`config.mk`:
```
export PLATFORM = sky130hd
export DESIGN_NAME = puck_motion
export DESIGN_NICKNAME = d
export VERILOG_FILES = /design/src/rtl/puck_motion.sv
export SDC_FILE = /design/constraint.sdc
export NUM_CORES = 1
export LEC_CHECK = 0
export CELL_PAD_IN_SITES_DETAIL_PLACEMENT = 0
export CELL_PAD_IN_SITES_GLOBAL_PLACEMENT = 1
export CORE_MARGIN = 5
export CORE_UTILIZATION = 35
export CTS_CLUSTER_DIAMETER = 120
export DETAILED_ROUTE_END_ITERATION = 10
export GPL_TIMING_DRIVEN = 0
export PLACE_DENSITY_LB_ADDON = 0.1
export SYNTH_ARGS = -nofsm -noshare
export SYNTH_HDL_FRONTEND = slang
export SYNTH_SLANG_ARGS = --single-unit
```
`constraint.sdc`:
```
create_clock -name clock -period 3.2 [get_ports clock]
set_input_delay 0.64 -clock clock [delete_from_list [all_inputs] [get_ports clock]]
set_output_delay 0.64 -clock clock [all_outputs]
set_load 0.02 [all_outputs]
```
`src/rtl/puck_motion.sv`:
```
// puck_motion -- puck position, wall/paddle reflection, goal detection and
// serve/score sequencing for the air-hockey playfield.
//
// Optional feature: define PUCK_GOALS_EN to compile in goal detection.
// Without it every side-wall contact reflects and goal_l/goal_r stay low.
//
// state  | meaning
// -------+--------------------------------------------------------------
// IDLE   | puck frozen at centre, waiting for serve
// PLAY   | puck advances SPEED pixels per axis on every step
// SCORED | puck frozen at the goal wall, counting HOLD steps before IDLE
module puck_motion #(
    parameter int FIELD_W   = 160,
    parameter int FIELD_H   = 120,
    parameter int PUCK      = 4,
    parameter int SPEED     = 1,
    parameter int PADDLE_H  = 16,
    parameter int PADDLE_XL = 8,
    parameter int PADDLE_XR = 148,
    parameter int GOAL_LO   = 40,
    parameter int GOAL_HI   = 80,
    parameter int HOLD      = 60,
    parameter int X_W       = 8,
    parameter int Y_W       = 7
) (
    input  logic           clock,
    input  logic           reset_n,
    input  logic           step,
    input  logic           serve,
    input  logic [Y_W-1:0] pad_l_y,
    input  logic [Y_W-1:0] pad_r_y,
    output logic [X_W-1:0] x,
    output logic [Y_W-1:0] y,
    output logic           dir_x,
    output logic           dir_y,
    output logic           bounce,
    output logic           goal_l,
    output logic           goal_r,
    output logic [1:0]     state
);

    typedef enum logic [1:0] {
        ST_IDLE   = 2'd0,
        ST_PLAY   = 2'd1,
        ST_SCORED = 2'd2
    } state_t;

`ifdef PUCK_GOALS_EN
    localparam logic GOALS_ON = 1'b1;
`else
    localparam logic GOALS_ON = 1'b0;
`endif

    // Widened constants: comparisons run one bit wider than the coordinate
    // so pos + SPEED + PUCK never wraps.
    localparam logic [X_W:0]   X_MAX      = (X_W+1)'(FIELD_W - PUCK);
    localparam logic [X_W:0]   X_SPD      = (X_W+1)'(SPEED);
    localparam logic [X_W:0]   X_PUCK     = (X_W+1)'(PUCK);
    localparam logic [X_W:0]   X_PADL     = (X_W+1)'(PADDLE_XL);
    localparam logic [X_W:0]   X_PADR     = (X_W+1)'(PADDLE_XR);
    localparam logic [X_W-1:0] X_MAX_N    = X_W'(FIELD_W - PUCK);
    localparam logic [X_W-1:0] X_SPD_N    = X_W'(SPEED);
    localparam logic [X_W-1:0] X_PADL_N   = X_W'(PADDLE_XL);
    localparam logic [X_W-1:0] X_PADR_HIT = X_W'(PADDLE_XR - PUCK);
    localparam logic [X_W-1:0] X_CTR      = X_W'((FIELD_W - PUCK) / 2);

    localparam logic [Y_W:0]   Y_MAX      = (Y_W+1)'(FIELD_H - PUCK);
    localparam logic [Y_W:0]   Y_SPD      = (Y_W+1)'(SPEED);
    localparam logic [Y_W:0]   Y_PUCK     = (Y_W+1)'(PUCK);
    localparam logic [Y_W:0]   Y_PADH     = (Y_W+1)'(PADDLE_H);
    localparam logic [Y_W:0]   Y_GLO      = (Y_W+1)'(GOAL_LO);
    localparam logic [Y_W:0]   Y_GHI      = (Y_W+1)'(GOAL_HI);
    localparam logic [Y_W-1:0] Y_MAX_N    = Y_W'(FIELD_H - PUCK);
    localparam logic [Y_W-1:0] Y_SPD_N    = Y_W'(SPEED);
    localparam logic [Y_W-1:0] Y_CTR      = Y_W'((FIELD_H - PUCK) / 2);

    localparam int             HOLD_W     = $clog2(HOLD + 1);
    localparam logic [HOLD_W-1:0] HOLD_LAST = HOLD_W'(HOLD - 1);

    state_t            state_q;
    logic [X_W-1:0]    x_q;
    logic [Y_W-1:0]    y_q;
    logic              dir_x_q;
    logic              dir_y_q;
    logic              bounce_q;
    logic              goal_l_q;
    logic              goal_r_q;
    logic [HOLD_W-1:0] hold_q;

    logic [X_W-1:0]    x_d;
    logic [Y_W-1:0]    y_d;
    logic              dir_x_d;
    logic              dir_y_d;
    logic              x_refl;
    logic              x_wall;
    logic              y_refl;
    logic              goal_hit;

    logic [X_W:0]      x_ext;
    logic [X_W:0]      x_inc;
    logic [X_W-1:0]    x_dec;
    logic [Y_W:0]      y_ext;
    logic [Y_W:0]      y_inc;
    logic [Y_W-1:0]    y_dec;
    logic [Y_W:0]      pad_l_ext;
    logic [Y_W:0]      pad_r_ext;
    logic              ovl_l;
    logic              ovl_r;
    logic              in_mouth;

    assign x_ext     = {1'b0, x_q};
    assign x_inc     = x_ext + X_SPD;
    assign x_dec     = x_q - X_SPD_N;
    assign y_ext     = {1'b0, y_q};
    assign y_inc     = y_ext + Y_SPD;
    assign y_dec     = y_q - Y_SPD_N;
    assign pad_l_ext = {1'b0, pad_l_y};
    assign pad_r_ext = {1'b0, pad_r_y};

    // Paddle and goal-mouth tests all use the current row, before this step's move.
    assign ovl_l    = (y_ext < (pad_l_ext + Y_PADH)) && (pad_l_ext < (y_ext + Y_PUCK));
    assign ovl_r    = (y_ext < (pad_r_ext + Y_PADH)) && (pad_r_ext < (y_ext + Y_PUCK));
    assign in_mouth = (y_ext >= Y_GLO) && ((y_ext + Y_PUCK) <= Y_GHI);

    // Vertical move: clamp at the top/bottom wall and reflect.
    always_comb begin
        y_d     = y_q;
        dir_y_d = dir_y_q;
        y_refl  = 1'b0;
        if (dir_y_q) begin
            if (y_inc >= Y_MAX) begin
                y_d     = Y_MAX_N;
                dir_y_d = 1'b0;
                y_refl  = 1'b1;
            end else begin
                y_d = y_inc[Y_W-1:0];
            end
        end else if (y_ext <= Y_SPD) begin
            y_d     = '0;
            dir_y_d = 1'b1;
            y_refl  = 1'b1;
        end else begin
            y_d = y_dec;
        end
    end

    // Horizontal move: paddles take priority over the side walls.
    always_comb begin
        x_d     = x_q;
        dir_x_d = dir_x_q;
        x_refl  = 1'b0;
        x_wall  = 1'b0;
        if (dir_x_q) begin
            if (ovl_r && ((x_ext + X_PUCK) <= X_PADR) && ((x_inc + X_PUCK) > X_PADR)) begin
                x_d     = X_PADR_HIT;
                dir_x_d = 1'b0;
                x_refl  = 1'b1;
            end else if (x_inc >= X_MAX) begin
                x_d     = X_MAX_N;
                dir_x_d = 1'b0;
                x_refl  = 1'b1;
                x_wall  = 1'b1;
            end else begin
                x_d = x_inc[X_W-1:0];
            end
        end else begin
            if (ovl_l && (x_ext >= X_PADL) && (x_ext < (X_PADL + X_SPD))) begin
                x_d     = X_PADL_N;
                dir_x_d = 1'b1;
                x_refl  = 1'b1;
            end else if (x_ext <= X_SPD) begin
                x_d     = '0;
                dir_x_d = 1'b1;
                x_refl  = 1'b1;
                x_wall  = 1'b1;
            end else begin
                x_d = x_dec;
            end
        end
    end

    // A side-wall contact inside the mouth is a goal rather than a reflection.
    assign goal_hit = GOALS_ON & x_wall & in_mouth;

    // Serve/score sequencer owning every registered output.
    always_ff @(posedge clock) begin
        if (!reset_n) begin
            state_q  <= ST_IDLE;
            x_q      <= X_CTR;
            y_q      <= Y_CTR;
            dir_x_q  <= 1'b1;
            dir_y_q  <= 1'b1;
            bounce_q <= 1'b0;
            goal_l_q <= 1'b0;
            goal_r_q <= 1'b0;
            hold_q   <= '0;
        end else begin
            bounce_q <= 1'b0;
            goal_l_q <= 1'b0;
            goal_r_q <= 1'b0;
            case (state_q)
                ST_IDLE: begin
                    if (serve) begin
                        state_q <= ST_PLAY;
                    end
                end
                ST_PLAY: begin
                    if (step) begin
                        x_q     <= x_d;
                        y_q     <= y_d;
                        dir_y_q <= dir_y_d;
                        if (goal_hit) begin
                            // Direction is kept so the exit knows which goal was scored.
                            goal_l_q <= ~dir_x_q;
                            goal_r_q <= dir_x_q;
                            bounce_q <= y_refl;
                            hold_q   <= HOLD_LAST;
                            state_q  <= ST_SCORED;
                        end else begin
                            dir_x_q  <= dir_x_d;
                            bounce_q <= x_refl | y_refl;
                        end
                    end
                end
                ST_SCORED: begin
                    if (step) begin
                        if (hold_q == '0) begin
                            state_q <= ST_IDLE;
                            x_q     <= X_CTR;
                            y_q     <= Y_CTR;
                            dir_y_q <= 1'b1;
                            dir_x_q <= ~dir_x_q;
                        end else begin
                            hold_q <= hold_q - 1'b1;
                        end
                    end
                end
                default: begin
                    state_q <= ST_IDLE;
                end
            endcase
        end
    end

    assign x      = x_q;
    assign y      = y_q;
    assign dir_x  = dir_x_q;
    assign dir_y  = dir_y_q;
    assign bounce = bounce_q;
    assign goal_l = goal_l_q;
    assign goal_r = goal_r_q;
    assign state  = state_q;

endmodule

```
Word-level counts from Yosys, hierarchy flattened
Cells that the tools add are included.
{ "word_totals": {"register_bits": 26, "latchBits": 0, "ramBits": 0, "romBits": 0, "word_cells": 93, "mem_count": 0} }
{ "op_classes": {"n_addsub": 10, "mul": 0, "n_div": 0, "magnitude_cmp": 12, "n_eq_ne": 6, "n_shift": 0, "n_mux": 41, "bitwise": 4, "reduce_logical": 13} }
{ "op_table": {"columns": ["op", "count"], "rows": [
  ["8-bit 2-to-1 mux", 8],
  ["7-bit 2-to-1 mux", 6],
  ["7-bit by 8-bit less-than comparator with 1-bit output", 4],
  ["1-bit 2-to-1 mux", 19],
  ["7-bit by 5-bit adder with 8-bit output, second input constant", 2],
  ["8-bit case mux with 2 select lines", 1],
  ["7-bit case mux with 2 select lines", 1],
  ["8-bit by 1-bit adder with 9-bit output, second input constant", 1],
  ["8-bit by 3-bit adder with 9-bit output, second input constant", 1],
  ["9-bit by 3-bit adder with 9-bit output, second input constant", 1],
  ["9-bit by 8-bit >= comparator with 1-bit output, second input constant", 1],
  ["9-bit by 8-bit > comparator with 1-bit output, second input constant", 1],
  ["9-bit by 8-bit less-or-equal comparator with 1-bit output, second input constant", 1],
  ["7-bit by 1-bit adder with 8-bit output, second input constant", 1],
  ["7-bit by 3-bit adder with 8-bit output, second input constant", 1],
  ["8-bit by 4-bit >= comparator with 1-bit output, second input constant", 1],
  ["8-bit by 7-bit >= comparator with 1-bit output, second input constant", 1],
  ["8-bit by 1-bit less-or-equal comparator with 1-bit output, second input constant", 1],
  ["8-bit by 4-bit less-than comparator with 1-bit output, second input constant", 1],
  ["2-bit inequality test, second input constant", 4],
  ["4-bit AND reduction", 2],
  ["8-bit by 1-bit subtractor with 8-bit output, second input constant", 1],
  ["7-bit by 1-bit less-or-equal comparator with 1-bit output, second input constant", 1],
  ["7-bit by 1-bit subtractor with 7-bit output, second input constant", 1],
  ["other kinds (13)", 24]
]} }

Logic depth before layout (Yosys ltp)
{ "depth": {"word_depth": 9, "ltp_mapped": 12, "mapped_depth_nobuf": 11} }

Least setup slack after synthesis
OpenSTA, ideal clock, no wires.
{ "synth_timing": {"path_type": "reg2reg", "startpoint": "register y_q[3] (netlist: y[3])", "endpoint": "register x_q[6] (netlist: x[6])", "setup_ns": 0.142, "arrival_ns": 2.627, "setup_slack_ns": 0.431, "stages_incl_launch_ff": 11, "n_path_buf": 0, "period_less_slack_ns": 2.769, "path_cell_list": "dfxtp_1 -> ha_1 -> xnor2_1 -> ha_1 -> a21o_1 -> a21oi_1 -> o21ai_0 -> a21o_1 -> a221oi_1 -> a211o_1 -> o2111ai_1"} }
{ "synth_between": {"elab_chain_len": 9, "elab_cells_between_ends": 16, "cone_classes": "1 x add/sub; 4 x order compare; 5 x mux; 6 x reduce/logical"} }
{ "synth_lines": {"columns": ["item", "line", "source"], "rows": [
  ["start, declared", "82", "logic [Y_W-1:0] y_q;"],
  ["start signal, assigned", "210", "y_q <= y_d;"],
  ["7-bit by 3-bit adder with 8-bit output", null, null],
  ["7-bit by 8-bit less-than comparator with 1-bit output, on equally long branches", "121, 122", null],
  ["1-bit logical AND, on equally long branches", "121, 122", null],
  ["1-bit logical AND, on equally long branches (2 in series)", "167, 154", null],
  ["8-bit 2-to-1 mux, on equally long branches", "167, 154", null],
  ["8-bit 2-to-1 mux (*)", "153", "if (dir_x_q) begin"],
  ["8-bit 2-to-1 mux (*)", "208", "if (step) begin"],
  ["8-bit case mux with 2 select lines (*)", "201", "case (state_q)"],
  ["end signal, assigned", "189", "x_q <= X_CTR;"],
  ["end signal, assigned", "209", "x_q <= x_d;"],
  ["end signal, assigned", "229", "x_q <= X_CTR;"],
  ["end, declared", "81", "logic [X_W-1:0] x_q;"]
]} }
Mark *: on every way between the ends. The rest lies on a longest branch, timed or not. The select of a mux whose other input is x is not followed.
A chain may end at the register's enable or synchronous reset.

Worst setup path after layout
{ "layout_timing": {"startpoint": "register x_q[1] (netlist: x[1])", "endpoint": "register x_q[7] (netlist: x[7])"} }
{ "layout_between": {"elab_chain_len": 8, "elab_cells_between_ends": 21, "cone_classes": "4 x add/sub; 6 x order compare; 7 x mux; 4 x reduce/logical"} }
{ "layout_lines": {"columns": ["item", "line", "source"], "rows": [
  ["8-bit by 1-bit adder with 9-bit output or 8-bit by 3-bit adder with 9-bit output (tied branches)", "112, 154", null],
  ["9-bit by 3-bit adder with 9-bit output or 9-bit by 8-bit less-or-equal comparator with 1-bit output (tied branches)", "154", "if (ovl_r && ((x_ext + X_PUCK) <= X_PADR) && ((x_inc + X_PUCK) > X_PADR)) begin"],
  ["9-bit by 8-bit > comparator with 1-bit output or 1-bit logical AND (tied branches)", "154", null],
  ["1-bit logical AND", "154", null],
  ["8-bit 2-to-1 mux", "154", null],
  ["8-bit 2-to-1 mux (*)", "153", null],
  ["8-bit 2-to-1 mux (*)", "208", null],
  ["8-bit case mux with 2 select lines (*)", "201", null]
]} }
Marked as above.

==> out/metrics.json <==
{
  "final_layout": {
    "antenna_cells_inserted": 0,
    "final_core_util": 0.433,
    "multiInputGateArea_sq_mm": 0.00198,
    "fillerInstances": 760,
    "design.final.nets": 440,
    "final_instance_count_without_filler_cells": 479,
    "flow.area_growth_from_synthesis_pct": 21.6,
    "layout-drive-gt1-share": 0.0921,
    "regArea_sq_um": 383
  },
  "synth": {
    "netlist_top_cells_area": "sky130_fd_sc_hd__ha_1 20%, sky130_fd_sc_hd__dfxtp_1 15%, sky130_fd_sc_hd__o21ai_0 6.9%, sky130_fd_sc_hd__xnor2_1 4.8%, sky130_fd_sc_hd__nand2_1 4.4%",
    "dominantRegCellSynth": "sky130_fd_sc_hd__dfxtp_1",
    "count_of_flip_flops_with_a_built_in_enable_after_synthesis": 0,
    "async_flop_share": 0,
    "synth_top_area_cell": "sky130_fd_sc_hd__ha_1",
    "synthDominantCellAreaShare": 0.201,
    "synth_warnings": 0,
    "synth_seq_cells": 19,
    "synth_cell_type_count": 62,
    "synth.cell_area_sq_mm": 0.00255,
    "synth-seq-area-share": 0.149,
    "post_synth.cell_area_avg_sq_um": 7.55,
    "synthesized_instance_count": 338
  },
  "clock_tree": {
    "total_cts_buffers": 3,
    "cts_tree": "built",
    "hold_buffers": 0,
    "cts_buffer_depth": 2,
    "cts.reportedPaths.clkPinSlew_ns": 0.08,
    "clock_insertion_delay_at_the_later_pin_of_the_skew_report_ns": 0.26,
    "postCtsSetupRepairBufs": 0,
    "cts.root.buffer_cell": "sky130_fd_sc_hd__clkbuf_8",
    "clock_tree.htree_level_count": 1,
    "ctsResizeCount": 2,
    "clock-sinks": 19
  },
  "timing": {
    "post-route-min-period_ns": 2.98,
    "finalSetupViolations": 0,
    "slew_viol_final": 0,
    "clock-skew-final_ns": 0.00176,
    "final.period_utilization": 0.932,
    "grt_setup_unrepaired": "false",
    "hold_ws_ns": 0.524,
    "layout_setup_ws_ns": 0.217,
    "fmax_achieved_mhz": 335,
    "count_of_endpoints_failing_hold_in_the_final_timing_report": 0
  },
  "drt": {
    "detail_route.vias_per_cell": 5.28,
    "via_count": 2531,
    "1st_iter_drt_viols": 109,
    "ant_nets": 0,
    "drt_drc_violations_left": 0,
    "avg_wl_per_cell_um": 15.5,
    "drtPass1Iterations": 4,
    "finalWirelength_um": 7440
  },
  "die": {
    "initial_core_utilization": 0.356,
    "fp.coreArea_sq_mm": 0.00718,
    "num_rows": 31,
    "fp.dieW_um": 95.4,
    "chipHeight_um": 95.4,
    "fp.dieArea_sq_mm": 0.00910,
    "pin_count": 40
  },
  "power": {
    "share_seq_of_total_power": 0.336,
    "p_int_mw": 0.487,
    "power_frac_comb": 0.437,
    "power_switching_share": 0.387,
    "max-vdd-ir-drop_uv": 265,
    "power.density_mw_per_mm2": 256,
    "switching_power_mw": 0.308,
    "finalPower_mw": 0.795,
    "power.share.clock": 0.227,
    "leakagePower_nw": 1.32
  },
  "place": {
    "port_buffers": 36,
    "dp_slack_ns": -0.330,
    "placedCellCount": 475,
    "detailed_place_hpwl_um": 5890,
    "gpl_wtd_cong": 0.841
  },
  "worst_setup_path": {
    "reg2reg_setup_slack_ns": 0.22,
    "data_arrival_at_the_endpoint_of_the_critical_path_ns": 3.13,
    "setup_crit_end_kind": "flip-flop",
    "critical_path_class": "reg2reg",
    "setup.worst_path.start_class": "flip-flop",
    "cp.required_ns": 3.35,
    "path_max_fanout": 8
  },
  "min_path": {
    "hold_path_class": "reg2reg"
  },
  "global_routing": {
    "grt_overflow": 0,
    "via_count_of_the_first_global_routing_pass": 2422,
    "grt_max_degree": 13,
    "groute.usage.overall": 0.169,
    "antenna_found_initial": 0,
    "grt_first_pass_wirelength_um": 12300
  },
  "flow_run": {
    "timing.max_cap.violations": 0
  },
  "outcome": {
    "run_status": "complete, no violations"
  }
}
==> routing by layer <==
metal,global-route usage,wire [um],vias to the layer above
met2,0.254,3170,60
met1,0.265,3850,1165
met4,0.0284,33,0
met5,0,0,-
met3,0.0118,382,2
li1,-,-,1304
==> per-stage QoR <==
step	instance area, sq um	setup TNS, ns
finish	3100	0
global route	3100	0
CTS	3100	0
detailed placement	3040	-1.85
global placement	3040	-1.64
floorplan	2560	0
==> placed cells by master, fill, tap and decap left out, types with 5 or more instances in the layout <==
master / netlist / routed
sky130_fd_sc_hd__a21oi_1: 20 / 20
sky130_fd_sc_hd__a31oi_1: 6 / 6
sky130_fd_sc_hd__buf_2: 5 / 5
sky130_fd_sc_hd__buf_4: 5 / 5
sky130_fd_sc_hd__clkbuf_1: 7 / 6
sky130_fd_sc_hd__clkdlybuf4s50_1: 0 / 36
sky130_fd_sc_hd__dfxtp_1: 19 / 17
sky130_fd_sc_hd__ha_1: 41 / 41
sky130_fd_sc_hd__inv_1: 24 / 24
sky130_fd_sc_hd__nand2_1: 30 / 30
sky130_fd_sc_hd__nand3_1: 15 / 15
sky130_fd_sc_hd__nor2_1: 24 / 24
sky130_fd_sc_hd__nor3_1: 5 / 5
sky130_fd_sc_hd__o21ai_0: 35 / 35
sky130_fd_sc_hd__xnor2_1: 14 / 14
sky130_fd_sc_hd__xor2_1: 9 / 9
==> worst max-delay path, stage by stage, from the launching register on <==
cell	delay, ns
sky130_fd_sc_hd__dfxtp_1	0.52
sky130_fd_sc_hd__ha_1	0.34
sky130_fd_sc_hd__xor2_1	0.32
sky130_fd_sc_hd__ha_1	0.31
sky130_fd_sc_hd__xnor2_1	0.15
sky130_fd_sc_hd__xnor2_1	0.08
sky130_fd_sc_hd__o311ai_1	0.10
sky130_fd_sc_hd__a31oi_1	0.14
sky130_fd_sc_hd__o221a_2	0.30
sky130_fd_sc_hd__and2_1	0.20
sky130_fd_sc_hd__o41a_1	0.41
==> cells by family after synthesis <==
group | after synthesis | share of synthesized area
XOR/XNOR | 24 | 0.0853
other | 1 | 0.00147
AND/OR/NAND/NOR | 102 | 0.200
AO/OA/AOI/OAI | 106 | 0.282
buffers and inverters | 45 | 0.0819
flip-flops | 19 | 0.149
adder cells (fa/ha/maj) | 41 | 0.201
==> area by class of cell <==
class,count,area share
clock inverters,1,0.00161
plain buffers,20,0.0379
flip-flops and latches,19,0.123
repair buffers,36,0.116
inverters,25,0.0302
multi-input cells,276,0.638
clock buffers,3,0.0133
well taps,99,0.0399
==> state kept, by name, summed over array words and instances (netlist names) <==
register / flops
x: 8
y: 7
bounce: 1
dir_x: 1
dir_y: 1
state: 1
==> power groups by stage <==
stage	Sequential [mW]	Combinational, mW	Clock, mW
after global placement	0.272	0.343	0
after global routing	0.270	0.390	0.194
after detailed placement	0.272	0.343	0
final	0.267	0.348	0.180
after CTS	0.267	0.348	0.187
after floorplan	0.282	0.219	0
==> synth_stat cells, types with 2 or more instances <==
cell	n
sky130_fd_sc_hd__nand2b_1	4
sky130_fd_sc_hd__and2_1	2
sky130_fd_sc_hd__and3_1	3
sky130_fd_sc_hd__o2111ai_1	3
sky130_fd_sc_hd__a21boi_0	2
sky130_fd_sc_hd__nor2_1	24
sky130_fd_sc_hd__a221oi_1	2
sky130_fd_sc_hd__inv_1	24
sky130_fd_sc_hd__nor4_1	2
sky130_fd_sc_hd__nand2_1	30
sky130_fd_sc_hd__a22oi_1	2
sky130_fd_sc_hd__a211oi_1	4
sky130_fd_sc_hd__and2_2	2
sky130_fd_sc_hd__and3b_1	2
sky130_fd_sc_hd__clkbuf_1	7
sky130_fd_sc_hd__xor2_1	9
sky130_fd_sc_hd__nand4_1	2
sky130_fd_sc_hd__a32oi_1	2
sky130_fd_sc_hd__nor3_1	5
sky130_fd_sc_hd__o31ai_1	4
sky130_fd_sc_hd__a21oi_1	20
sky130_fd_sc_hd__buf_4	5
sky130_fd_sc_hd__buf_6	2
sky130_fd_sc_hd__o211ai_1	2
sky130_fd_sc_hd__ha_1	41
sky130_fd_sc_hd__o221a_2	2
sky130_fd_sc_hd__a21o_1	4
sky130_fd_sc_hd__o21ai_0	35
sky130_fd_sc_hd__nand3_1	15
sky130_fd_sc_hd__a31oi_1	6
sky130_fd_sc_hd__o21a_1	2
sky130_fd_sc_hd__nor2b_1	2
sky130_fd_sc_hd__or4_1	2
sky130_fd_sc_hd__a41oi_1	2
sky130_fd_sc_hd__buf_2	5
sky130_fd_sc_hd__xnor2_1	14
sky130_fd_sc_hd__dfxtp_1	19
==> final timing paths <==
path            start  cells past startpoint        to
min          state[0]                      2  state[0]
min reg2reg  state[0]                      2  state[0]
max reg2reg      x[1]                     10      x[7]
max              x[1]                     10      x[7]
Power figures use the tool's default switching activity.
